--- src/rtl/lut_logic_array_if.sv ---
`default_nettype none
// +------------------------------------------------------------------------+
// | Interface : lut_logic_array_if                                         |
// | Purpose   : Config, input-beat, result-beat and status signals of the  |
// |             lookup-table logic array, grouped with master/slave views. |
// | Revision  : 1.0 - initial release                                      |
// +------------------------------------------------------------------------+
interface lut_logic_array_if #(
  parameter int K     = 2,
  parameter int LANES = 4,
  parameter int CNT_W = 16
);
  localparam int ONES_W = $clog2(LANES + 1);

  logic                 cfg_we;
  logic [2**K-1:0]      cfg_func;
  logic [2**K-1:0]      func;
  logic                 in_valid;
  logic                 in_ready;
  logic [LANES*K-1:0]   in_data;
  logic                 out_valid;
  logic                 out_ready;
  logic [LANES-1:0]     out_data;
  logic [ONES_W-1:0]    out_ones;
  logic [CNT_W-1:0]     beat_cnt;

  // Producer/consumer side
  modport master (
    output cfg_we, cfg_func, in_valid, in_data, out_ready,
    input  func, in_ready, out_valid, out_data, out_ones, beat_cnt
  );

  // Logic array side
  modport slave (
    input  cfg_we, cfg_func, in_valid, in_data, out_ready,
    output func, in_ready, out_valid, out_data, out_ones, beat_cnt
  );
endinterface
`default_nettype wire

--- src/rtl/lut_logic_array.sv ---
`default_nettype none
// +------------------------------------------------------------------------+
// | Module   : lut_logic_array                                             |
// | Purpose  : LANES parallel K-input lookup functions sharing one         |
// |            run-time loadable truth table, registered behind a          |
// |            valid/ready stage with per-beat popcount and beat counter.  |
// | Revision : 1.0 - initial release                                       |
// +------------------------------------------------------------------------+
module lut_logic_array #(
  parameter int              K        = 2,
  parameter int              LANES    = 4,
  parameter logic [2**K-1:0] FUNC_RST = '0,
  parameter int              CNT_W    = 16
) (
  input  logic               clk,
  input  logic               rst_n,
  lut_logic_array_if.slave   bus
);
  localparam int ONES_W = $clog2(LANES + 1);

  typedef enum logic [0:0] {
    S_EMPTY = 1'b0,
    S_FULL  = 1'b1
  } state_t;

  state_t             state_q, state_d;
  logic [2**K-1:0]    func_q, func_d;
  logic [LANES-1:0]   data_q, data_d;
  logic [ONES_W-1:0]  ones_q, ones_d;
  logic [CNT_W-1:0]   cnt_q, cnt_d;

  logic [LANES-1:0]   lane_res;
  logic [ONES_W-1:0]  lane_ones;
  logic               out_valid;
  logic               in_ready;
  logic               accept;
  logic               deliver;

  // Each lane uses its K-bit operand as an index into the current table
  for (genvar j = 0; j < LANES; j++) begin : g_lane
    assign lane_res[j] = func_q[bus.in_data[j*K +: K]];
  end

  // Popcount of the incoming beat, registered alongside the lane results
  always_comb begin
    lane_ones = '0;
    for (int j = 0; j < LANES; j++) begin
      lane_ones = lane_ones + ONES_W'(lane_res[j]);
    end
  end

  assign out_valid = (state_q == S_FULL);
  assign in_ready  = !out_valid || bus.out_ready;
  assign accept    = bus.in_valid && in_ready;
  assign deliver   = out_valid && bus.out_ready;

  // Next-state: output stage occupancy, result capture, counter and table load
  always_comb begin
    state_d = state_q;
    data_d  = data_q;
    ones_d  = ones_q;
    cnt_d   = cnt_q;
    func_d  = func_q;
    case (state_q)
      S_EMPTY: if (accept) state_d = S_FULL;
      S_FULL:  if (deliver && !accept) state_d = S_EMPTY;
      default: state_d = S_EMPTY;
    endcase
    // Capture uses func_q, so a beat accepted alongside cfg_we sees the old table
    if (accept) begin
      data_d = lane_res;
      ones_d = lane_ones;
    end
    if (deliver) cnt_d = cnt_q + CNT_W'(1);
    if (bus.cfg_we) func_d = bus.cfg_func;
  end

  // State register; reset discards any held beat
  always_ff @(posedge clk) begin
    if (!rst_n) begin
      state_q <= S_EMPTY;
      func_q  <= FUNC_RST;
      data_q  <= '0;
      ones_q  <= '0;
      cnt_q   <= '0;
    end else begin
      state_q <= state_d;
      func_q  <= func_d;
      data_q  <= data_d;
      ones_q  <= ones_d;
      cnt_q   <= cnt_d;
    end
  end

  assign bus.in_ready  = in_ready;
  assign bus.out_valid = out_valid;
  assign bus.out_data  = data_q;
  assign bus.out_ones  = ones_q;
  assign bus.beat_cnt  = cnt_q;
  assign bus.func      = func_q;
endmodule
`default_nettype wire

--- src/flat_wrapper.sv ---
// flat-port wrapper written by rule: the top's interface ports become plain ports
module lut_logic_array_flat 
#(
  parameter int              K        = 2,
  parameter int              LANES    = 4,
  parameter logic [2**K-1:0] FUNC_RST = '0,
  parameter int              CNT_W    = 16
)
  (clk, rst_n, bus_cfg_we, bus_cfg_func, bus_in_valid, bus_in_data, bus_out_ready, bus_func, bus_in_ready, bus_out_valid, bus_out_data, bus_out_ones, bus_beat_cnt);
  lut_logic_array_if #(.K(K), .LANES(LANES), .CNT_W(CNT_W)) bus_i ();
  input  logic clk;
  input  logic rst_n;
  input wire logic [$bits(bus_i.cfg_we)-1:0] bus_cfg_we;
  input wire logic [$bits(bus_i.cfg_func)-1:0] bus_cfg_func;
  input wire logic [$bits(bus_i.in_valid)-1:0] bus_in_valid;
  input wire logic [$bits(bus_i.in_data)-1:0] bus_in_data;
  input wire logic [$bits(bus_i.out_ready)-1:0] bus_out_ready;
  output wire logic [$bits(bus_i.func)-1:0] bus_func;
  output wire logic [$bits(bus_i.in_ready)-1:0] bus_in_ready;
  output wire logic [$bits(bus_i.out_valid)-1:0] bus_out_valid;
  output wire logic [$bits(bus_i.out_data)-1:0] bus_out_data;
  output wire logic [$bits(bus_i.out_ones)-1:0] bus_out_ones;
  output wire logic [$bits(bus_i.beat_cnt)-1:0] bus_beat_cnt;
  assign bus_i.cfg_we = bus_cfg_we;
  assign bus_i.cfg_func = bus_cfg_func;
  assign bus_i.in_valid = bus_in_valid;
  assign bus_i.in_data = bus_in_data;
  assign bus_i.out_ready = bus_out_ready;
  assign bus_func = bus_i.func;
  assign bus_in_ready = bus_i.in_ready;
  assign bus_out_valid = bus_i.out_valid;
  assign bus_out_data = bus_i.out_data;
  assign bus_out_ones = bus_i.out_ones;
  assign bus_beat_cnt = bus_i.beat_cnt;
  lut_logic_array #(.K(K), .LANES(LANES), .FUNC_RST(FUNC_RST), .CNT_W(CNT_W)) u_core (.clk(clk), .rst_n(rst_n), .bus(bus_i));
endmodule
--- config.mk ---
export PLATFORM = sky130hd
export DESIGN_NAME = lut_logic_array_flat
export DESIGN_NICKNAME = d
export VERILOG_FILES = /design/src/rtl/lut_logic_array_if.sv /design/src/rtl/lut_logic_array.sv /design/src/flat_wrapper.sv
export SDC_FILE = /design/constraint.sdc
export NUM_CORES = 1
export LEC_CHECK = 0
export CAP_MARGIN = 20
export CORE_AREA = 2 2 58 60
export CTS_BUF_LIST = sky130_fd_sc_hd__clkbuf_16
export CTS_CLUSTER_DIAMETER = 60
export DETAILED_ROUTE_END_ITERATION = 10
export DIE_AREA = 0 0 60 62
export HOLD_SLACK_MARGIN = 0.03
export PLACE_DENSITY = 0.76
export SYNTH_ARGS = -nofsm -noshare
export SYNTH_HDL_FRONTEND = slang
export SYNTH_SLANG_ARGS = --single-unit
--- constraint.sdc ---
create_clock -name clk -period 2.45 [get_ports clk]
set_input_delay 0.245 -clock clk [delete_from_list [all_inputs] [get_ports clk]]
set_output_delay 0.245 -clock clk [all_outputs]
set_load 0.02 [all_outputs]
After elaboration in Yosys (flattened, before gate mapping)
Index checks and enable logic that the tools add are counted.
{ "totals": {"ff_bits": 28, "inputBits": 17, "elab_cells": 31} }
{ "classes": {"add_sub_neg": 4, "n_lt_le_gt_ge": 4, "muxes": 11, "bitwise_logic": 1, "n_reduce_logical": 6} }
{ "op_table": {"columns": ["cell", "n"], "rows": [
  ["16-bit by 1-bit adder with 16-bit output, second input constant", 1],
  ["2-bit by 3-bit < comparator with 1-bit output, second input constant", 4],
  ["1-bit binary-select mux with 2-bit select", 4],
  ["3-bit by 1-bit adder with 3-bit output", 2],
  ["1-bit 2-to-1 mux", 6],
  ["1-bit logical AND", 3],
  ["1-bit by 1-bit adder with 2-bit output", 1],
  ["1-bit logical NOT", 2],
  ["1-bit one-hot mux with 2 select lines", 1],
  ["1-bit logical OR", 1],
  ["1-bit inverter", 1]
]} }

Logic depth before layout (Yosys ltp)
Gate-level depths: netlist of the first run.
{ "depth": {"ltp_word": 7, "mapped_depth": 6} }

Worst setup path before layout of the first run
No wires, ideal clock.
{ "synth_timing": {"kind": "register to register", "start": "register u_core.func_q[3], in the netlist u_core.bus.func[3]", "end": "register u_core.ones_q[1], in the netlist u_core.bus.out_ones[1]", "t_arrival_ns": 1.938, "required_time_ns": 2.318, "setup_slack_ns": 0.380, "stages_incl_launch_ff": 7, "path_buffers": 0, "period_less_slack_ns": 2.070, "path_cell_list": "dfxtp_1 -> mux4_2 -> ha_1 -> fa_1 -> ha_1 -> nand3_1 -> a21oi_1"} }
{ "synth_between": {"elab_chain_cells": 5, "word_cells_on_any_way": 11, "cone_classes": "add/sub (3); mux (8)"} }
{ "synth_lines": {"columns": ["item", "line", "rtl"], "rows": [
  ["start, declared", "lut_logic_array.sv:27", "logic [2**K-1:0] func_q, func_d;"],
  ["start signal, assigned", "lut_logic_array.sv:88", "func_q <= func_d;"],
  ["1-bit binary-select mux with 2-bit select", "lut_logic_array.sv:41", "assign lane_res[j] = func_q[bus.in_data[j*K +: K]];"],
  ["1-bit 2-to-1 mux (implied by the code)", "lut_logic_array.sv:41", null],
  ["net u_core.lane_res[0]", "lut_logic_array.sv:32", "logic [LANES-1:0] lane_res;"],
  ["1-bit by 1-bit adder with 2-bit output", "lut_logic_array.sv:48", "lane_ones = lane_ones + ONES_W'(lane_res[j]);"],
  ["3-bit by 1-bit adder with 3-bit output (2 in series)", "lut_logic_array.sv:48", null],
  ["net u_core.lane_ones[1]", "lut_logic_array.sv:33", "logic [ONES_W-1:0] lane_ones;"],
  ["end signal, assigned", "lut_logic_array.sv:90", "ones_q <= ones_d;"],
  ["end, declared", "lut_logic_array.sv:29", "logic [ONES_W-1:0] ones_q, ones_d;"]
]} }
The timed path passes the listed nets, and every way through them passes these cells. The select of a mux whose other input is x is not followed.
A chain may end at the register's enable or synchronous reset.

Worst setup path in the final report of the first run
{ "layout_timing": {"start": "input bus_in_data[0]", "end": "register u_core.ones_q[1], in the netlist u_core.bus.out_ones[1]"} }
{ "layout_between": {"elab_chain_cells": 5} }
{ "layout_lines": {"columns": ["item", "line", "rtl"], "rows": [
  ["start, declared", "flat_wrapper.sv:16", "input wire logic [$bits(bus_i.in_data)-1:0] bus_in_data;"],
  ["1-bit binary-select mux with 2-bit select", "lut_logic_array.sv:41", null],
  ["1-bit 2-to-1 mux (implied by the code)", "lut_logic_array.sv:41", null],
  ["net u_core.lane_res[0]", "lut_logic_array.sv:32", null],
  ["1-bit by 1-bit adder with 2-bit output", "lut_logic_array.sv:48", null],
  ["3-bit by 1-bit adder with 3-bit output (2 in series)", "lut_logic_array.sv:48", null],
  ["net u_core.lane_ones[1]", "lut_logic_array.sv:33", null]
]} }
The timed path passes the listed nets, and every way through them passes these cells. The select of a mux whose other input is x is not followed.

==> summary.txt, run 1 <==
STA
  • Max Slew Vio Count: 0
  • Least-Margin Pin Slew: 0.480 ns
  • Final setup fails: 0
  • Max Clock Skew: 0.00242 ns
  • Final Cycle Share: 91.5%
  • Relative slew slack: 68.0%
  • Min Tclk post-route: 2.24 ns
  • Final Hold Viols: 0
  • Final hold slack: about 0.46 ns
  • RSZ-0062 raised after global routing: no
  • Fmax: 446 MHz

Detailed routing
  • Highest Signal Layer: met4
  • Metal3 WL: 147 µm
  • Drt first pass iters: 4
  • Via-to-Cell Ratio: 5.08
  • Antenna-violating nets left: 0
  • Iter 0 DRT Violations: 35
  • Residual DRC: 0
  • Vias: 1168
  • WL met2: 1.50 mm
  • Drt total wl: 3.04 mm
  • WL/cell: 13.2 µm
  • M1 WL: 1.33 mm

Power
  • Power Density: 573 nW/µm²
  • Tot Pwr: around 0.0011 W
  • Leakage power: 0.676 nW
  • Max IR drop VDD: 0.236 mV

Critical path
  • Crit end category: flop
  • Slowest stage delay, CP: 0.52 ns
  • Cell mode on critical path: ha_1
  • Critical path buffer and inverter count: 1
  • CP Data Arrival Time: around 2.4 ns
  • Worst path cell trace: clkdlybuf4s50_1 > mux4_2 > ha_1 > fa_1 > ha_1 > nand3_1 > a21oi_1
  • Maximum fanout along the worst path: 2
  • Worst path slowest cell: mux4_2
  • Type of origin of the critical path: input port
  • Delay-heaviest family, CP: adder cells
  • Worst Path Class, Setup: input port to flop
  • Req. time, crit path: 2.58 ns

Clock tree
  • CTS sink cnt: 28
  • CTS buffer count: 3
  • Clock latency at the later pin of the worst-skew pair: 0.26 ns
  • Post-CTS Repair Setup Buffers: 0
  • CTS H-tree lvls: 1
  • Post-CTS Hold Buffers: 0
  • Root buffer cell: clkbuf_16
  • Max clock buf depth: 2
  • Clock-pin slew on the worst setup and hold paths: 0.07 ns
  • CTS-repair resized insts: 0
  • TritonCTS clock tree: done

Cells and area
  • Area Overhead vs Synth: 46.5%
  • Diodes inserted: 0
  • Layout cells sized above 1: 7.61%
  • Final instance area: 1900 µm²
  • Fin nets: 206

GRT
  • All-Layer GR Usage: 17.7%
  • First-pass GRT wire length: 4.97 mm
  • Largest net degree at the start of global routing: 29
  • Vias in the first global route: 1126
  • Total grt overflow: 0
  • Initial antenna violation count: 0

Logic synthesis
  • Area leader, netlist: dfxtp_1
  • Area contributors post-synth: dfxtp_1 (43%), mux4_2 (7.0%), a21oi_1 (5.0%), nor2_1 (4.6%), nand2_1 (4.3%)
  • Warnings, synthesis: 0
  • Post-Synthesis Net Count: 160
  • Post-synth top area share: 43.3%
  • Cells after Synth: 139
  • Syn avg cell area: slightly above 9 µm²
  • Register area share after synthesis: a little over two fifths
  • Library cells used by synthesis: 30
  • Netlist Area Pre-Place: 1290 µm²
  • #FFs+latches synth: 28

Place
  • Gpl congestion: 0.686
  • HPWL after detailed placement: 2.21 mm
  • Placed Area: 1790 µm²
  • IO Port Bufs: between 40 and 50

Die
  • Boundary Pins: 46
  • Die Area: 3720 µm²
  • Initial core utilization: 40.7%
  • Core Region: about 3200 µm²
  • Die Ht: 62 µm
  • Chip width: 60 µm
  • Core Rows: 21

Run status
  • Status: complete, no violations

Flow run
  • Maxcap violations: 0

Min path
  • Worst Hold Class: flop to flop
-- Yosys cell counts --
cell type   n
nand4_4     1
buf_1       2
nand2_1    15
mux4_2      4
a31o_2      1
o31ai_1     1
inv_1       4
nand2b_1    1
nand3_1    11
inv_2       1
nand4_2     1
nand3b_1    1
xor2_1      5
or3_4       1
o41ai_1     1
dfxtp_1    28
xnor2_1     6
nor4_1      2
or4_1       1
nor3_1      5
a21oi_1    13
fa_1        1
or3_1       1
mux2i_1     4
and4_1      2
o21ai_0     1
nand4_1     3
ha_1        3
clkbuf_1    3
nor2_1     16
-- cell families after synthesis --
| kind of cell | Yosys count | synth area share [%] |
|---|---|---|
| flip-flops | 28 | 43.3 |
| AND/OR/NAND/NOR | 61 | 24.5 |
| adder cells (fa/ha/maj) | 4 | 4.44 |
| buffers and inverters | 10 | 2.90 |
| XOR/XNOR | 11 | 7.44 |
| multiplexers | 8 | 10.0 |
| AO/OA/AOI/OAI | 17 | 7.34 |
-- cell usage in the layout (no fill, tap or decap) --
cell,n
nand3_1,11
bufinv_16,1
dfxtp_1,28
nand4_4,1
nor3_1,5
xnor2_1,6
nand2b_1,1
mux4_2,4
or3_1,1
nand2_1,15
or3_4,1
o31ai_1,1
nand4_2,1
nor4_1,2
inv_1,4
xor2_1,5
nor2_1,16
buf_4,1
and4_1,2
o41ai_1,1
inv_2,1
clkdlybuf4s50_1,45
ha_1,3
clkbuf_16,3
mux2i_1,4
a21oi_1,13
a31o_2,1
nand3b_1,1
o21ai_0,1
nand4_1,3
fa_1,1
or4_1,1
-- registers in the layout, summed over array words and instances (netlist names) --
signal and cells:
u_core.bus.beat_cnt 16, u_core.bus.func 4, u_core.bus.out_data 4, u_core.bus.out_ones 3
u_core.bus.out_valid 1
-- path summary, 6_finish.rpt --
kind / startpoint / to / slack, ns / cells past startpoint
worst max-delay path: bus_in_data[0] / u_core.bus.out_ones[1] / 0.21 / 7
worst min-delay path: u_core.bus.out_data[1] / u_core.bus.out_data[1] / 0.46 / 2
worst min register to register: u_core.bus.out_data[1] / u_core.bus.out_data[1] / 0.46 / 2
worst max register to register: u_core.bus.func[3] / u_core.bus.out_ones[1] / 0.34 / 6
-- metal layers --
layer | vias up | global-route usage [%]
met5 | - | 0
met2 | 39 | 29.5
met1 | 541 | 22.2
met4 | 0 | 7.62
met3 | 7 | 3.73
li1 | 581 | -
-- metrics by stage --
step                      setup WS (ns)  instances  TNS [ns]  utilization [%]
after global routing              0.139        230         0             59.7
after CTS                         0.206        230         0             59.7
after global placement          -0.0185        226   -0.0185             56.4
after detailed placement        -0.0566        226   -0.0566             56.4
final                             0.207        230         0             59.7
after floorplan                   0.380        139         0                -
-- power breakdown --
group | internal, W | switching [W]
clock network | 0.000325 | 0.000155
logic | 0.0000690 | 0.0000585
registers | 0.000467 | 0.0000122
total | 0.000862 | 0.000226
-- worst min-delay path, stage by stage (launching register included) --
cell     delay (ns)
dfxtp_1        0.31
nand2_1        0.05
a21oi_1        0.05
-- area by class of cell --
| class | count | area (µm²) |
|---|---|---|
| tap | 46 | 57.6 |
| fill | 276 | 1280 |
| inverter | 5 | 18.8 |
| clock inverter | 1 | 30.0 |
| clock buffer | 3 | 75.1 |
| sequential | 28 | 561 |
| multi-input combinational | 101 | 697 |
| timing repair buffer | 46 | 458 |
Note: power is estimated with default switching activity, not from simulation.
==> run 2: changes to the inputs <==
--- a/config.mk
+++ b/config.mk
@@ -6,13 +6,13 @@
 export NUM_CORES = 1
 export LEC_CHECK = 0
 export CAP_MARGIN = 20
-export CORE_AREA = 2 2 58 60
+export CORE_AREA = 2 2 56 58
 export CTS_BUF_LIST = sky130_fd_sc_hd__clkbuf_16
 export CTS_CLUSTER_DIAMETER = 60
 export DETAILED_ROUTE_END_ITERATION = 10
-export DIE_AREA = 0 0 60 62
+export DIE_AREA = 0 0 58 60
 export HOLD_SLACK_MARGIN = 0.03
-export PLACE_DENSITY = 0.76
+export PLACE_DENSITY = 0.81
 export SYNTH_ARGS = -nofsm -noshare
 export SYNTH_HDL_FRONTEND = slang
 export SYNTH_SLANG_ARGS = --single-unit
==> constraint.sdc (replaced) <==
create_clock -name clk -period 2.9 [get_ports clk]
set_input_delay 0.29 -clock clk [delete_from_list [all_inputs] [get_ports clk]]
set_output_delay 0.29 -clock clk [all_outputs]
set_load 0.02 [all_outputs]
==> summary.txt, run 2 (synthesis results as in run 1) <==
Run status
  • Status: complete, no violations

Detailed routing
  • Vias: 1170
  • Iter 0 DRT Violations: 20
  • Residual DRC: 0
  • Drt first pass iters: 4
  • Via-to-Cell Ratio: 5.42
  • WL/cell: 13.9 µm
  • Drt total wl: 2.99 mm
  • Antenna-violating nets left: 0

Critical path
  • R2R Setup Slk: 0.82 ns
  • Slowest stage delay, CP: 0.51 ns
  • CP Data Arrival Time: 2.39 ns
  • Setup crit start: bus_in_data[0]
  • Worst Path Class, Setup: input port to flop
  • Cells on worst reg2reg path: 6
  • Reg2reg end: u_core.bus.out_ones[1]
  • CP endpoint: u_core.bus.out_ones[1]
  • Maximum fanout along the worst path: 2
  • Worst path slowest cell: mux4_2
  • Cell mode on critical path: ha_1
  • Worst path cell trace: clkdlybuf4s50_1 > mux4_2 > ha_1 > fa_1 > ha_1 > nand3_1 > a21oi_1
  • Req. time, crit path: 3.04 ns
  • Crit end category: flop
  • Type of origin of the critical path: input port
  • Launch point of the worst reg-to-reg path: u_core.bus.func[2]

STA
  • Max Clock Skew: 0.00379 ns
  • RSZ-0062 raised after global routing: no
  • Fmax: 443 MHz
  • Final Hold Viols: 0
  • Least-Margin Pin Slew: 0.480 ns
  • Final hold slack: 0.455 ns
  • Max Slew Vio Count: 0
  • Post-route setup TNS: 0 ns
  • Min Tclk post-route: approximately 2.3 ns
  • Final Cycle Share: 77.8%
  • Relative slew slack: 68.0%
  • Final setup fails: 0
  • Final setup margin: 0.643 ns

Clock tree
  • Max clock buf depth: 2
  • CTS buffer count: 3
  • CTS-repair resized insts: 0
  • Post-CTS Repair Setup Buffers: 0
  • CTS sink cnt: 28
  • Clock latency at the later pin of the worst-skew pair: roughly 0.26 ns
  • TritonCTS clock tree: done
  • Clock-pin slew on the worst setup and hold paths: 0.07 ns
  • CTS H-tree lvls: 1
  • Post-CTS Hold Buffers: 0
  • Root buffer cell: clkbuf_16

Cells and area
  • Diodes inserted: 0
  • Max reg flops: 16
  • Core Util, Final: 64.5%
  • Area Overhead vs Synth: 44.6%
  • Final instance area: 1870 µm²
  • Fin nets: 205
  • Commonest cells after routing, fill and taps aside: clkdlybuf4s50_1 (45), dfxtp_1 (28), nor2_1 (16), nand2_1 (15), a21oi_1 (13)
  • Commonest non-fill, non-tap cell in the layout: clkdlybuf4s50_1
  • Layout cells sized above 1: 7.10%

Power
  • Power Density: 492 nW/µm²
  • Leakage power: 0.672 nW
  • Max IR drop VDD: about 0.32 mV

GRT
  • All-Layer GR Usage: 17.9%
  • Initial antenna violation count: 0
  • First-pass GRT wire length: between 4 and 5 mm
  • Largest net degree at the start of global routing: 29
  • Vias in the first global route: 1092
  • Total grt overflow: 0

Die
  • Die Area: 3480 µm²
  • Die Ht: 60 µm
  • Core Region: 2900 µm²
  • Initial core utilization: 44.6%
  • Core Rows: 20
  • Boundary Pins: 46
  • Chip width: 58 µm

Place
  • IO Port Bufs: 45
  • HPWL after detailed placement: 2.24 mm
  • Gpl congestion: 0.811
  • Placed Area: about 1800 µm²
  • Post-Place Setup Slack: 0.359 ns

Flow run
  • Maxcap violations: 0

Min path
  • Worst Hold Class: flop to flop
-- run 2: cell types whose count changed in the layout (fill, tap and decap cells not counted), sizes merged --
| cell | before | now |
|---|---|---|
| buf | 1 | 0 |
-- run 2: worst max-delay path, delay by kind of cell --
kind / cells / cell delay, ns
multiplexers: 1 / 0.51
buffers and inverters: 1 / 0.48
AND/OR/NAND/NOR: 1 / 0.06
AO/OA/AOI/OAI: 1 / 0.06
adder cells (fa/ha/maj): 3 / 0.98
-- run 2: how the worst min path moves through the flow --
stage	start	to	slack, ns	cells after the start
4_1_cts	u_core.bus.out_data[1]	u_core.bus.out_data[1]	0.46	2
3_3_place_gp	u_core.bus.out_data[3]	u_core.bus.out_data[3]	0.45	2
2_1_floorplan	bus_cfg_func[0]	u_core.bus.func[0]	0.44	2
3_5_place_dp	u_core.bus.out_data[1]	u_core.bus.out_data[1]	0.45	2
5_1_grt	u_core.bus.out_data[2]	u_core.bus.out_data[2]	0.48	2
6_report	u_core.bus.out_data[1]	u_core.bus.out_data[1]	0.45	2
-- run 2: per-layer routing --
metal  wire [µm]  track usage [%]  vias to the layer above
li1            -                -                      583
met1        1330             21.4                      554
met2        1520             31.5                       29
met3         107             2.16                        4
met4          40             8.97                        0
met5           0                0                        -
-- run 2: area by class of cell --
type,count,area [µm²]
Inverter,5,18.8
Multi-Input combinational cell,101,697
Clock inverter,1,30.0
Fill cell,225,1030
Tap cell,33,41.3
Sequential cell,28,561
Timing Repair Buffer,45,450
Clock buffer,3,75.1
-- run 2: metrics by stage --
step / cells / power [W]
floorplan: 139 / 0.000466
global placement: 212 / 0.000517
detailed placement: 212 / 0.000521
CTS: 216 / 0.000928
global route: 216 / 0.000952
finish: 216 / 0.000922
-- run 2: power by group --
part | internal [W] | switching [W]
registers | 0.000395 | 0.0000106
clock network | 0.000275 | 0.000136
logic | 0.0000574 | 0.0000490
